<file path="src/rtl/clk_div_meter.sv">
// clk_div_meter: measures the high and low phase lengths of one div_clk period,
// counted in clk_in cycles, after a start request.
// Optional build macro DIV_METER_SYNC_EN inserts a 2-flop synchronizer ahead of
// the edge detector for a div_clk that is truly asynchronous to clk_in.
module clk_div_meter #(
    parameter int CNT_W   = 8,
    parameter int TIMEOUT = 255
) (
    input  logic             clk_in,
    input  logic             rst,
    input  logic             div_clk,
    input  logic             start,
    output logic             busy,
    output logic             done,
    output logic [CNT_W-1:0] high_cnt,
    output logic [CNT_W-1:0] low_cnt,
    output logic [CNT_W:0]   period,
    output logic             duty50,
    output logic             timeout
);

    localparam int WD_W = (TIMEOUT > 1) ? $clog2(TIMEOUT) : 1;
    localparam logic [CNT_W-1:0] CNT_MAX = {CNT_W{1'b1}};
    localparam logic [WD_W-1:0]  WD_LAST = WD_W'(TIMEOUT - 1);

    typedef enum logic [2:0] {IDLE, ARM, HIGH, LOW, DONE} state_t;

    state_t           state;
    logic             s;
    logic             prev;
    logic [CNT_W-1:0] hcnt;
    logic [CNT_W-1:0] lcnt;
    logic [WD_W-1:0]  wdog;
    logic [CNT_W-1:0] diff;

`ifdef DIV_METER_SYNC_EN
    logic [1:0] sync;

    // Two-flop synchronizer, then the sampling flop that feeds the edge detector
    always_ff @(posedge clk_in or negedge rst) begin
        if (!rst) begin
            sync <= 2'b00;
            s    <= 1'b0;
        end else begin
            sync <= {sync[0], div_clk};
            s    <= sync[1];
        end
    end
`else
    // Single sampling flop; only safe when div_clk is derived from clk_in
    always_ff @(posedge clk_in or negedge rst) begin
        if (!rst) s <= 1'b0;
        else      s <= div_clk;
    end
`endif

    // Previous sample for edge detection
    always_ff @(posedge clk_in or negedge rst) begin
        if (!rst) prev <= 1'b0;
        else      prev <= s;
    end

    wire rise     = s & ~prev;
    wire fall     = ~s & prev;
    wire edge_any = rise | fall;
    // Expiry only counts when no edge arrives in the same cycle; the edge wins
    wire wd_exp   = (wdog == WD_LAST) && !edge_any;

    // Absolute phase difference for the duty50 flag
    always_comb begin
        diff = '0;
        if (hcnt > lcnt) diff = hcnt - lcnt;
        else             diff = lcnt - hcnt;
    end

    // Measurement FSM with registered status and result outputs
    always_ff @(posedge clk_in or negedge rst) begin
        if (!rst) begin
            state    <= IDLE;
            busy     <= 1'b0;
            done     <= 1'b0;
            high_cnt <= '0;
            low_cnt  <= '0;
            period   <= '0;
            duty50   <= 1'b0;
            timeout  <= 1'b0;
            hcnt     <= '0;
            lcnt     <= '0;
            wdog     <= '0;
        end else begin
            done <= 1'b0;
            case (state)
                IDLE: begin
                    if (start) begin
                        state   <= ARM;
                        busy    <= 1'b1;
                        timeout <= 1'b0;
                        wdog    <= '0;
                    end
                end
                ARM, HIGH, LOW: begin
                    if (edge_any) wdog <= '0;
                    else          wdog <= wdog + 1'b1;
                    if (wd_exp) begin
                        // Abort: results keep their previous values
                        state   <= IDLE;
                        busy    <= 1'b0;
                        done    <= 1'b1;
                        timeout <= 1'b1;
                    end else if (state == ARM) begin
                        // Wait for a genuine rise so a period is never
                        // measured from the middle of a high phase
                        if (rise) begin
                            state <= HIGH;
                            hcnt  <= CNT_W'(1);
                        end
                    end else if (state == HIGH) begin
                        if (fall) begin
                            state <= LOW;
                            lcnt  <= CNT_W'(1);
                        end else if (s && hcnt != CNT_MAX) begin
                            hcnt <= hcnt + 1'b1;
                        end
                    end else begin
                        if (rise) begin
                            state    <= DONE;
                            busy     <= 1'b0;
                            done     <= 1'b1;
                            high_cnt <= hcnt;
                            low_cnt  <= lcnt;
                            period   <= {1'b0, hcnt} + {1'b0, lcnt};
                            duty50   <= (diff <= CNT_W'(1));
                        end else if (!s && lcnt != CNT_MAX) begin
                            lcnt <= lcnt + 1'b1;
                        end
                    end
                end
                DONE: begin
                    // done pulses during this state; start is ignored here
                    state <= IDLE;
                end
                default: begin
                    state <= IDLE;
                    busy  <= 1'b0;
                end
            endcase
        end
    end

endmodule

</file>
<file path="config.mk">
export PLATFORM = sky130hd
export DESIGN_NAME = clk_div_meter
export DESIGN_NICKNAME = d
export VERILOG_FILES = /design/src/rtl/clk_div_meter.sv
export SDC_FILE = /design/constraint.sdc
export NUM_CORES = 1
export LEC_CHECK = 0
export CAP_MARGIN = 10
export CORE_ASPECT_RATIO = 1.4
export CORE_MARGIN = 4
export CORE_UTILIZATION = 55
export DETAILED_ROUTE_END_ITERATION = 10
export GPL_ROUTABILITY_DRIVEN = 0
export PLACE_DENSITY = 0.82
export SYNTH_ARGS = -nofsm -noshare
export SYNTH_HDL_FRONTEND = slang
export SYNTH_SLANG_ARGS = --single-unit
</file>
<file path="constraint.sdc">
create_clock -name clk_in -period 6.4 [get_ports clk_in]
set_input_delay 0.96 -clock clk_in [delete_from_list [all_inputs] [get_ports clk_in]]
set_output_delay 0.96 -clock clk_in [all_outputs]
set_load 0.1 [all_outputs]
</file>
Word-level counts from Yosys, hierarchy flattened
Index checks and enable logic that the tools add are counted.

word-level totals
  register bits after elaboration = 58
  bits of input ports = 4
  output and inout bits = 29
  logic and storage cells = 102

operators by class
  add/subtract/negate cells = 6
  $lt $le $gt $ge = 2
  equality and inequality tests = 19
  mux-type cells = 35
  bitwise logic cells = 9
  reductions and logical operators = 18

operators by type and width
  kind                 number
  $mux 8               12
  $add 8x1->8 const B  3
  $mux 3               7
  $ne 8x8->1 const B   2
  $pmux 8 s2           1
  $sub 8x8->8          2
  $mux 1               12
  $reduce_and 6->1     2
  $reduce_and 5->1     2
  $add 8x8->9          1
  $ne 3x3->1 const B   3
  $eq 8x8->1 const B   1
  $gt 8x8->1           1
  $le 8x1->1 const B   1
  $ne 2x2->1 const B   4
  $ne 4x4->1 const B   2
  $reduce_bool 2->1    4
  $eq 3x2->1 const B   2
  $not 1->1            6
  $pmux 3 s2           1
  $ne 5x5->1 const B   1
  $ne 2x1->1 const B   2
  $reduce_and 4->1     1
  $eq 3x1->1 const B   1
  other kinds (11)     15

Longest topological paths before layout
  depth after elaboration = 7
  depth in mapped cells = 11
  depth with buffers taken out = 11

Worst setup path after synthesis
OpenSTA, ideal clock, no wires.

  path type = flip-flop to flip-flop
  from = reg hcnt[0]
  to = reg duty50
  setup time = 0.087 ns
  arrival = 2.241 ns
  required time = 6.313 ns
  setup slack = 4.073 ns
  cell stages (with the launch flop) = 11
  buffers on the path = 0
  period minus slack after synthesis = 2.327 ns
  cells stage by stage = dfrtp_1 > inv_1 > ha_1 > inv_1 > fa_1 > a21oi_1 > nor2_1 > or4_1 > a211oi_1 > nand4_1 > o211ai_1

between the ends
  cells in the longest elaborated chain, start to end = 3
  elaborated cells between the ends (all ways) = 5
  those cells by class = 2 x add/sub; 2 x order compare; 1 x mux

RTL lines
  what                                 line  source
  start: declaration                   31    logic [CNT_W-1:0] hcnt;
  start signal: assignment             122   hcnt <= hcnt + 1'b1;
  $sub 8x8->8 (tied with other cells)  73    else diff = lcnt - hcnt;
  $mux 8 *                             72    if (hcnt > lcnt) diff = hcnt - lcnt;
  $le 8x1->1 *                         132   duty50 <= (diff <= CNT_W'(1));
  end signal: assignment               132
  end: declaration                     18    output logic duty50,

Every way passes the cells marked *; elsewhere a longest branch is shown, timed or not.
A chain may end at the register's enable or synchronous reset.

Final worst setup path
  from = reg busy
  to = out busy

RTL lines
  what                      line  source
  start: declaration        13    output logic busy,
  start signal: assignment  80    busy <= 1'b0;
  start signal: assignment  96    busy <= 1'b1;
  start signal: assignment  107   busy <= 1'b0;

No word-level cell between the ends.

==> impl_metrics.yaml <==
yosys:
  async_reset_ff_share_pct: 100
  yosysMostFrequentCell: "dfrtp_1"
  ys_seq_area_share_pct: 40.7
  synth_fp_nets: 434
  synthDistinctLibCells: 53
  synthTopCellsByArea: "dfrtp_1 41%, ha_1 11%, o21ai_0 6.5%"
  ys_seq_elements: 58
  synth_common_cells: "58 x dfrtp_1, 49 x nand2_1, 46 x o21ai_0"
  synth_top_family_by_area: "compound AO/OA/AOI/OAI gates"
  synth_edf_count: 0
  ys.flop_type: "dfrtp_1"
  synth.largest_area_cell: "dfrtp_1"
  synth_top_area_share_pct: 40.7
  synth_xor_area_share_pct: 5.16
  synth_simple_gate_area_share_pct: 17.3
  syn_area_per_cell_um2: 8.98
  synth-compound-area-share_pct: 19.2
  ys_warn_count: 0
  syn_inst: 397
  synth_mux_area_share_pct: 0.913
  syn_area_um2: 3560
  synthAdderAreaFrac_pct: 12.2
setup_path:
  critPathSlowestCell: "clkdlybuf4s50_1"
  crit_required_ns: 5.44
  crit_path_max_fanout: 3
  cp_data_arrival_time_ns: 1.85
  path_cells: "clkdlybuf4s50_1"
  worstSetupPathType: "reg2out"
  slowest_delay_ns: 1.14
  crit_family: "buffers and inverters"
  path_buf_inv: 1
  critPathLaunchType: "register"
  endpoint_kind: "primary output"
sta:
  tns_ns: 0
  hold_viol_final: 0
  worst_clock_skew_ns: 0.00795
  drv_slew: 0
  fin_crit_sh_pct: 43.9
  maxSlewHeadroom_pct: 34.7
  fmax_mhz: 356
  finalCriticalPeriod_ns: 2.81
  tightest_slew_ns: 0.976
  setup_violations: 0
  rsz0062_at_grt: "no"
power_and_ir_drop:
  seqPwrFrac_pct: 27.9
  switching_share_pct: 48.5
  p_int_mw: 0.985
  powerDensity_nw_per_um2: 463
  power_frac_comb_pct: 53.7
  p_sw_mw: 0.930
  ir_drop_uv: 285
  p_leak_nw: 1.89
  p_clk_share_pct: 18.4
global_route:
  globalRouteOverflowTotal: 0
  grt_pass1_wl_mm: 13.9
  grt_pass1_vias: 3027
  track_usage_pct: 22.0
  grt_max_degree: 59
  antenna_found_initial: 0
clocking:
  cts-buffers-inserted: 9
  cts_setup_buffers: 0
  tritoncts: "done"
  cts-root-buf: "clkbuf_8"
  htreeDepth: 3
  cts-hold-fix-buffers: 0
  path_clk_slew_ns: 0.06
  cts_sinks: 58
  clk_latency_ns: 0.34
  clockBufferDepth: 2
  post_cts_resize_count: 0
worst_hold_path:
  hold_path.class: "reg2reg"
floorplan:
  start_util_pct: 57.0
  dieArea_um2: 7850
  coreArea_um2: 6250
  io_pins: 33
  fp.dieW_um: 76.0
  rows: 34
  die_h_um: 103
detailed_routing:
  wl_met2_mm: 4.30
  drt-pass1-iter-count: 4
  drtIter0Drc: 214
  viasPerCell: 5.97
  drcViolationCount: 0
  wl_met1_mm: 3.22
  dr.max_layer_used: "met4"
  antenna_left: 0
  post_drt_wl_per_cell_um: 16.2
  route.met3.wl_um: 298
  vias: 3010
  drt_wl_total_mm: 8.18
outcome:
  outcome: "finished clean"
finish:
  regArea_um2: 1450
  area_growth_pct: 16.0
  drive_gt1_share_pct: 6.48
  insertedDiodeCount: 0
  nFillCells: 507
  finalNetCount: 465
  multi_input_area_um2: 1960
  postLayoutCoreUtil_pct: 66.1
placed_design:
  hpwl_mm: 5.89
  portBuffers: 32
job:
  drv_cap: 0
## state kept, by name, indices dropped and copies added (netlist names)
name	flops
low_cnt	8
s	1
timeout	1
state	3
prev	1
wdog	8
done	1
lcnt	8
busy	1
hcnt	8
high_cnt	8
period	9
duty50	1
## worst register-to-register path: cells and delay by family (launching register included)
family,cells,cell delay (ns)
compound gates,3,0.62
fa+ha+maj,2,0.56
buf+inv,2,0.19
flops,1,0.44
simple gates,3,0.67
## through the flow
stage | instances | area [um^2] | setup WS [ns] | hold slack, ns | power, mW
floorplan | 397 | 3560 | 4.07 | 0.443 | 1.32
global placement | 489 | 3930 | 3.95 | 0.459 | 1.53
detailed placement | 489 | 3930 | 3.88 | 0.469 | 1.55
CTS | 504 | 4140 | 3.57 | 0.483 | 1.91
global route | 504 | 4140 | 3.54 | 0.499 | 2.03
finish | 504 | 4140 | 3.59 | 0.475 | 1.92
## path summary, 6_finish.rpt
| kind | slack, ns | depth (start not counted) | from | to |
|---|---|---|---|---|
| max reg2reg | 3.83 | 10 | hcnt[0]$_DFFE_PN0P_ | duty50$_DFFE_PN0P_ |
| max | 3.59 | 1 | busy$_DFFE_PN0P_ | busy |
| min reg2reg | 0.47 | 2 | period[2]$_DFFE_PN0P_ | period[2]$_DFFE_PN0P_ |
| min | 0.47 | 2 | period[2]$_DFFE_PN0P_ | period[2]$_DFFE_PN0P_ |
| max in group asynchronous | 5.14 | 2 | rst | low_cnt[2]$_DFFE_PN0P_ |
| min in group asynchronous | 0.74 | 2 | rst | low_cnt[1]$_DFFE_PN0P_ |
## power by group through the flow
stage	clock network [mW]	registers, mW	logic, mW
2_1_floorplan	0	0.770	0.551
3_3_place_gp	0	0.535	0.993
3_5_place_dp	0	0.541	1.01
4_1_cts	0.360	0.534	1.02
5_1_grt	0.379	0.549	1.10
6_report	0.353	0.535	1.03
## layout make-up
cell class	instances	area share, %
Clock inverter	2	0.847
Timing Repair Buffer	33	7.80
Inverter	29	2.66
Sequential cell	58	35.1
Multi-Input combinational cell	297	47.3
Tap cell	72	2.18
Clock buffer	13	4.08
## routing by layer
metal	vias to the layer above	GRT usage, %
li1	1447	-
met1	1446	24.2
met2	85	39.9
met3	32	4.59
met4	0	11.8
met5	-	0
## cells by family after synthesis
family          Yosys count
buf+inv                  42
xor+xnor                 21
mux                       3
flops                    58
fa+ha+maj                33
compound gates          108
simple gates            132
## placed cells by master (no fill, tap or decap), types with 2 or more instances in the layout
cell | Yosys | final
a211oi_1 | 5 | 5
a21oi_1 | 20 | 20
a221oi_1 | 2 | 2
a311o_1 | 2 | 2
a31oi_1 | 4 | 4
and3_1 | 2 | 2
clkbuf_8 | 0 | 12
clkdlybuf4s50_1 | 0 | 31
dfrtp_1 | 58 | 58
fa_1 | 3 | 3
ha_1 | 30 | 30
inv_1 | 26 | 26
mux2_2 | 2 | 2
nand2_1 | 49 | 49
nand2_4 | 2 | 2
nand2b_1 | 4 | 4
nand3_1 | 14 | 13
nand3_2 | 1 | 2
nand4_1 | 7 | 7
nor2_1 | 31 | 31
nor2b_1 | 3 | 3
nor3_1 | 8 | 8
nor4_1 | 2 | 2
o211ai_1 | 3 | 3
o21a_1 | 2 | 2
o21ai_0 | 46 | 46
o21bai_1 | 6 | 6
o22a_1 | 2 | 2
o31ai_1 | 5 | 5
o41ai_1 | 2 | 2
or3_1 | 2 | 2
xnor2_1 | 18 | 18
xor2_1 | 3 | 3
Note: power is estimated with default switching activity, not from simulation.
